## src/rtl/feature_reducer.sv

```systemverilog
// Pipelined reduction of NUM_CH signed features into one saturated DATA_W result.
// Selectable per sample: sum, alternating-sign sum, signed max, or mean (floor shift).
module feature_reducer #(
  parameter int unsigned NUM_CH = 6,
  parameter int unsigned DATA_W = 8
) (
  input  logic                     i_clk,
  input  logic                     i_rst,
  input  logic                     i_features_valid,
  input  logic signed [DATA_W-1:0] i_features_in [NUM_CH],
  input  logic [1:0]               i_mode,
  input  logic                     i_sat_clr,
  output logic                     o_feature_valid,
  output logic signed [DATA_W-1:0] o_feature_out,
  output logic                     o_sat_sticky
);

  localparam int unsigned LVL   = $clog2(NUM_CH);
  localparam int unsigned ACC_W = DATA_W + LVL;

  localparam logic [1:0] MODE_ALT  = 2'd1;
  localparam logic [1:0] MODE_MAX  = 2'd2;
  localparam logic [1:0] MODE_MEAN = 2'd3;

  // Number of live nodes on tree level lvl (level 0 holds the leaves).
  function automatic int unsigned f_cnt(input int unsigned lvl);
    return (NUM_CH + (32'd1 << lvl) - 32'd1) >> lvl;
  endfunction

  // Start index of tree level lvl inside the flat node array.
  function automatic int unsigned f_off(input int unsigned lvl);
    int unsigned off;
    off = 0;
    for (int unsigned k = 0; k < lvl; k++) off += f_cnt(k);
    return off;
  endfunction

  localparam int unsigned N_NODE = f_off(LVL + 1);

  localparam logic signed [DATA_W-1:0] OUT_MAX = {1'b0, {(DATA_W-1){1'b1}}};
  localparam logic signed [DATA_W-1:0] OUT_MIN = {1'b1, {(DATA_W-1){1'b0}}};
  localparam logic signed [ACC_W-1:0]  SAT_MAX = ACC_W'(OUT_MAX);
  localparam logic signed [ACC_W-1:0]  SAT_MIN = ACC_W'(OUT_MIN);

  logic signed [ACC_W-1:0]  r_tree     [N_NODE];
  logic signed [ACC_W-1:0]  w_tree_nxt [N_NODE];
  logic [LVL:0]             r_valid;
  logic [LVL:0][1:0]        r_mode;

  logic signed [ACC_W-1:0]  w_root;
  logic signed [ACC_W-1:0]  w_scaled;
  logic                     w_sat_hi;
  logic                     w_sat_lo;
  logic signed [DATA_W-1:0] w_clamp;

  logic                     r_out_valid;
  logic signed [DATA_W-1:0] r_out;
  logic                     r_sat_sticky;

  // Leaves: widen to ACC_W first so negating the most negative input stays exact.
  for (genvar i = 0; i < NUM_CH; i++) begin : g_leaf
    if ((i % 2) == 1) begin : g_odd
      assign w_tree_nxt[i] = (i_mode == MODE_ALT) ? -ACC_W'(i_features_in[i])
                                                  :  ACC_W'(i_features_in[i]);
    end else begin : g_even
      assign w_tree_nxt[i] = ACC_W'(i_features_in[i]);
    end
  end

  // Tree levels: pairs combine under that level's mode, an odd leftover passes through.
  for (genvar l = 1; l <= LVL; l++) begin : g_lvl
    for (genvar j = 0; j < f_cnt(l); j++) begin : g_node
      localparam int unsigned SRC = f_off(l - 1) + 2 * j;
      localparam int unsigned DST = f_off(l) + j;
      if ((2 * j + 1) < f_cnt(l - 1)) begin : g_pair
        assign w_tree_nxt[DST] =
          (r_mode[l-1] == MODE_MAX) ? ((r_tree[SRC] > r_tree[SRC+1]) ? r_tree[SRC] : r_tree[SRC+1])
                                    : (r_tree[SRC] + r_tree[SRC+1]);
      end else begin : g_pass
        assign w_tree_nxt[DST] = r_tree[SRC];
      end
    end
  end

  always_ff @(posedge i_clk) begin
    if (i_rst) begin
      r_valid <= '0;
    end else begin
      r_valid <= {r_valid[LVL-1:0], i_features_valid};
    end
  end

  // Data path carries no reset; only the valid chain qualifies it.
  always_ff @(posedge i_clk) begin
    r_mode <= {r_mode[LVL-1:0], i_mode};
    r_tree <= w_tree_nxt;
  end

  assign w_root   = r_tree[N_NODE-1];
  assign w_scaled = (r_mode[LVL] == MODE_MEAN) ? (w_root >>> LVL) : w_root;
  assign w_sat_hi = (w_scaled > SAT_MAX);
  assign w_sat_lo = (w_scaled < SAT_MIN);
  assign w_clamp  = w_sat_hi ? OUT_MAX : (w_sat_lo ? OUT_MIN : w_scaled[DATA_W-1:0]);

  // A new saturation outranks a simultaneous clear.
  always_ff @(posedge i_clk) begin
    if (i_rst) begin
      r_out_valid  <= 1'b0;
      r_out        <= '0;
      r_sat_sticky <= 1'b0;
    end else begin
      r_out_valid  <= r_valid[LVL];
      if (r_valid[LVL]) r_out <= w_clamp;
      r_sat_sticky <= (r_valid[LVL] & (w_sat_hi | w_sat_lo)) | (r_sat_sticky & ~i_sat_clr);
    end
  end

  assign o_feature_valid = r_out_valid;
  assign o_feature_out   = r_out;
  assign o_sat_sticky    = r_sat_sticky;

endmodule

```

## config.mk

```make
export PLATFORM = sky130hd
export DESIGN_NAME = feature_reducer
export DESIGN_NICKNAME = d
export VERILOG_FILES = /design/src/rtl/feature_reducer.sv
export SDC_FILE = /design/constraint.sdc
export NUM_CORES = 1
export LEC_CHECK = 0
export CAP_MARGIN = 20
export CORE_MARGIN = 4
export CORE_UTILIZATION = 61
export CTS_BUF_LIST = sky130_fd_sc_hd__clkbuf_8
export CTS_CLUSTER_SIZE = 40
export DETAILED_ROUTE_END_ITERATION = 16
export MAX_ROUTING_LAYER = met4
export PLACE_DENSITY = 0.93
export SYNTH_ARGS = -nofsm -noshare
export SYNTH_HDL_FRONTEND = slang
export SYNTH_SLANG_ARGS = --single-unit
```

## constraint.sdc

```tcl
create_clock -name i_clk -period 3 [get_ports i_clk]
set_input_delay 0.6 -clock i_clk [delete_from_list [all_inputs] [get_ports i_clk]]
set_output_delay 0.6 -clock i_clk [all_outputs]
set_load 0.1 [all_outputs]
```

# --- Word-level counts from Yosys, hierarchy flattened ---
# Index checks and enable logic that the tools add are counted.
word_totals:
  output_inout_bits: 10
  reg_bits: 145
  word_cells: 61
op_classes:
  order_cmp: 7
  bitwise_logic: 5
  n_mux: 16
  eq_ne: 5
  add_sub_neg: 8
op_table:
  columns: ["cell", "count"]
  rows:
  - ["$mux 11", 13]
  - ["$add 8x11->11", 3]
  - ["$gt 8x11->1", 3]
  - ["$neg 8->11", 3]
  - ["$add 11x11->11", 2]
  - ["$gt 11x11->1", 2]
  - ["$mux 8", 2]
  - ["$gt 11x8->1 const B", 1]
  - ["$lt 11x8->1 const B", 1]
  - ["$mux 10", 1]
  - ["$eq 2x2->1 const B", 4]
  - ["$and 1x1->1", 2]
  - ["$eq 2x1->1 const B", 1]
  - ["$or 1x1->1", 2]
  - ["$not 1->1", 1]

# --- Depth between registers and ports, before layout ---
depth:
  depth_word: 6
  depth_mapped: 10
  depth_no_buf: 9

# --- Worst setup path after synthesis ---
# Ideal clock, no wire load.
synth_path:
  kind: "reg-to-reg"
  startpoint: "register, netlist name r_tree[84]"
  endpoint: "register r_tree[43] in the netlist's numbering"
  period_less_slack_ps: 2253
  path_slack_ps: 747
  arrival_ps: 2106
  required_ps: 2853
  stages_incl_launch_ff: 10
  setup_ps: 147
  cell_sequence: "dfxtp_1 > ha_1 > buf_2 > nand4_1 > nor2_1 > a221o_1 > or2_0 > buf_2 > a211oi_4 > a221oi_1"
synth_lines:
  columns: ["element", "line", "rtl"]
  rows:
  - ["to (signal assigned)", "96", "r_tree <= w_tree_nxt;"]
  - ["to (decl)", "45", "logic signed [ACC_W-1:0] r_tree [N_NODE];"]

==> reports/metrics.yaml <==
hold_viol_final: 0
overflow: 0
wl_per_cell_um: 15.9
grt_max_degree: 35
cts-root-buf: "clkbuf_8"
power.switching_mw: 2.97
clock_latency_ps: 470
cpPeakStageDelay_ps: 460
synth-compound-area-share_pct: 16.1
initial_core_util_pct: 62.4
place_area_sq_um: 9440
clkPwrFrac_pct: 22.2
worstMarginPinSlew_ps: 1070
setup_viol: 0
cp.required_ps: 3330
crit_path_start_kind: "flop"
grt_pass1_vias: 6718
arrival_ps: 2990
grt_pass1_wl_um: 31100
netlist_instances: 957
syn_area_sq_um: 8690
cts_max_level: 4
fin_skew_ps: 10.4
final_common_cell: "dfxtp_1"
yosys.area_share.xor_xnor_pct: 5.94
final_antenna_net_count: 0
yosysWarnings: 0
drt_iter0_markers: 373
setup_slack_ps: 338
ys_seq_elements: 145
synthDistinctLibCells: 69
ir_drop_v: 0.000385
crit_top_cell: "a211oi_1"
cts-buffers-inserted: 17
slew_viol_final: 0
synthFlopType: "dfxtp_1"
diodes: 0
critical_path_class: "reg2reg"
avgViaCountPerCell: 5.78
grt_usage_pct: 24.4
numPortBuffers: 63
min_period_ps: 2660
yosys.area_share.adder_pct: 16.7
drive_gt1_share_pct: 7.78
synth_nets: 1124
cp_num_buf_inv: 1
post_cts_buffers: 0
critPathMaxFanout: 11
ctsHoldBuffers: 0
dp_hpwl_um: 14200
max_cap_violations: 0
maxSlewHeadroom_pct: 28.4
synthArstFlopShare_pct: 0
pwr-share-seq_pct: 34.4
comb_power_share_pct: 43.4
clkSinkCount: 145
ys_seq_area_share_pct: 33.4
drtPass1Iterations: 7
dp_cells: 1176
ioPinCount: 64
gp_congestion: 0.948
die_y_um: 127
synth_edf_count: 0
num_vias: 6982
stdcell_count: 1208
path_cells: "inv_1, ha_1, a21oi_1, nand2_1, a221o_1, o211ai_2, a211oi_1, a211oi_1"
cp_top_family: "compound AO/OA/AOI/OAI gates"
p_per_area_nw_per_um2: 783
leakagePower_nw: 4.57
fin_area_sq_um: 9880
synth_top_family_by_area: "adder cells"
clock.fmax_mhz: 376
synthSimpleGateAreaFrac_pct: 14.4
p_sw_share_pct: 38.4
fp.coreArea_sq_um: 13900
hp-class: "reg2reg"
fin_crit_sh_pct: 88.7
fin_nets: 1182
wl_um: 19200
post_cts_resized: 0
clkTransAtPathRegs_ps: 90
antenna_found_initial: 0
slowest_stage: "o211ai_2"
worstSetupEndpointType: "flop"
fp.dieW_um: 127
clk_path_buf_depth: 2
syn_to_final_growth_pct: 13.6
intPower_mw: 4.76
final_cell_mix: "145 x dfxtp_1, 108 x ha_1, 100 x inv_1, 89 x nor2_1, 53 x clkdlybuf4s50_1"
synth.area.mux_share_pct: 7.28
cts_tree: "done"
drc: 0
status: "completed"
dp_slack_ps: 385
rsz0062_at_grt: "no"
rows: 43
die_area_sq_um: 16200
finalSetupTns_ps: 0
syn_avg_cell_area_sq_um: 9.08
[power groups by stage]
stage / registers (mW) / logic [mW] / clock network (mW)
final: 2.66 / 3.35 / 1.72
after global routing: 2.71 / 3.71 / 1.81
after CTS: 2.65 / 3.32 / 1.73
after detailed placement: 2.69 / 3.25 / 0
after global placement: 2.67 / 3.14 / 0
after floorplan: 2.59 / 2.60 / 0
[registers in the layout, summed over array words and instances, names as in the netlist]
signal,cells
o_feature_out,8
r_tree,112
r_valid,4
r_mode,8
o_sat_sticky,1
w_root,11
o_feature_valid,1
[worst paths after layout]
check / startpoint / endpoint / slack [ps] / cells past startpoint
worst min register to register: r_tree[35]$_DFF_P_ / r_tree[13]$_DFF_P_ / 320 / 0
worst max register to register: r_tree[90]$_DFF_P_ / r_tree[44]$_DFF_P_ / 340 / 8
worst max-delay path: r_tree[90]$_DFF_P_ / r_tree[44]$_DFF_P_ / 340 / 8
worst min-delay path: r_tree[35]$_DFF_P_ / r_tree[13]$_DFF_P_ / 320 / 0
[stage by stage]
stage / util (%) / total power [mW] / hold slack (ps)
5_1_grt: 70.9 / 8.22 / 332
6_report: 70.9 / 7.73 / 324
2_1_floorplan: - / 5.20 / 310
3_5_place_dp: 67.7 / 5.94 / 312
4_1_cts: 70.9 / 7.70 / 328
3_3_place_gp: 67.7 / 5.81 / 311
[synthesized netlist by cell type (3+ instances only)]
master,instances,share of area (%)
inv_1,100,4.3
nor3_1,34,2.0
o21bai_1,8,0.69
o41ai_1,3,0.30
clkbuf_1,15,0.65
nor4_1,7,0.50
nand2_1,18,0.78
a221oi_2,3,0.52
o21a_1,11,0.95
nand2b_1,19,1.4
a41o_1,3,0.35
o21ai_0,27,1.6
o21ba_2,3,0.35
nor2_1,89,3.8
mux2_2,10,1.3
xor2_1,29,2.9
nand3_1,15,0.86
buf_2,8,0.46
a31oi_1,20,1.4
a311oi_1,3,0.30
buf_4,4,0.35
a221oi_1,8,0.81
nand4_1,13,0.94
nand3b_1,3,0.26
fa_1,5,1.2
ha_1,108,16
xnor2_1,30,3.0
a21o_1,11,0.95
o211ai_1,6,0.52
a21oi_1,51,2.9
a211oi_1,12,1.0
dfxtp_1,145,33
mux2i_1,52,6.0
nor3b_1,6,0.52
nor2b_1,29,2.1
[per-layer routing]
| layer | track usage [%] | vias up | share of wire [%] |
|---|---|---|---|
| met5 | - | - | 0 |
| met4 | 11.0 | 0 | 3.1 |
| met3 | 5.18 | 60 | 6.4 |
| met2 | 40.3 | 246 | 48 |
| met1 | 28.6 | 3224 | 43 |
| li1 | - | 3452 | - |
[layout make-up]
class                   count  area (sq um)
clock buffers              17           234
clock inverters            15           205
fillers                   945          4060
inverters                 100           375
multi-input cells         680          5260
flip-flops and latches    145          2900
well taps                 180           225
repair buffers             71           678
[kinds of logic after synthesis]
family / after synthesis
AOI/OAI and AO/OA: 198
xor gates and xnor gates: 59
adders and majority gates: 113
buffers and inverters: 132
DFF: 145
muxes: 62
and+or+nand+nor: 248
No activity file was read; power rests on OpenSTA's default activity.
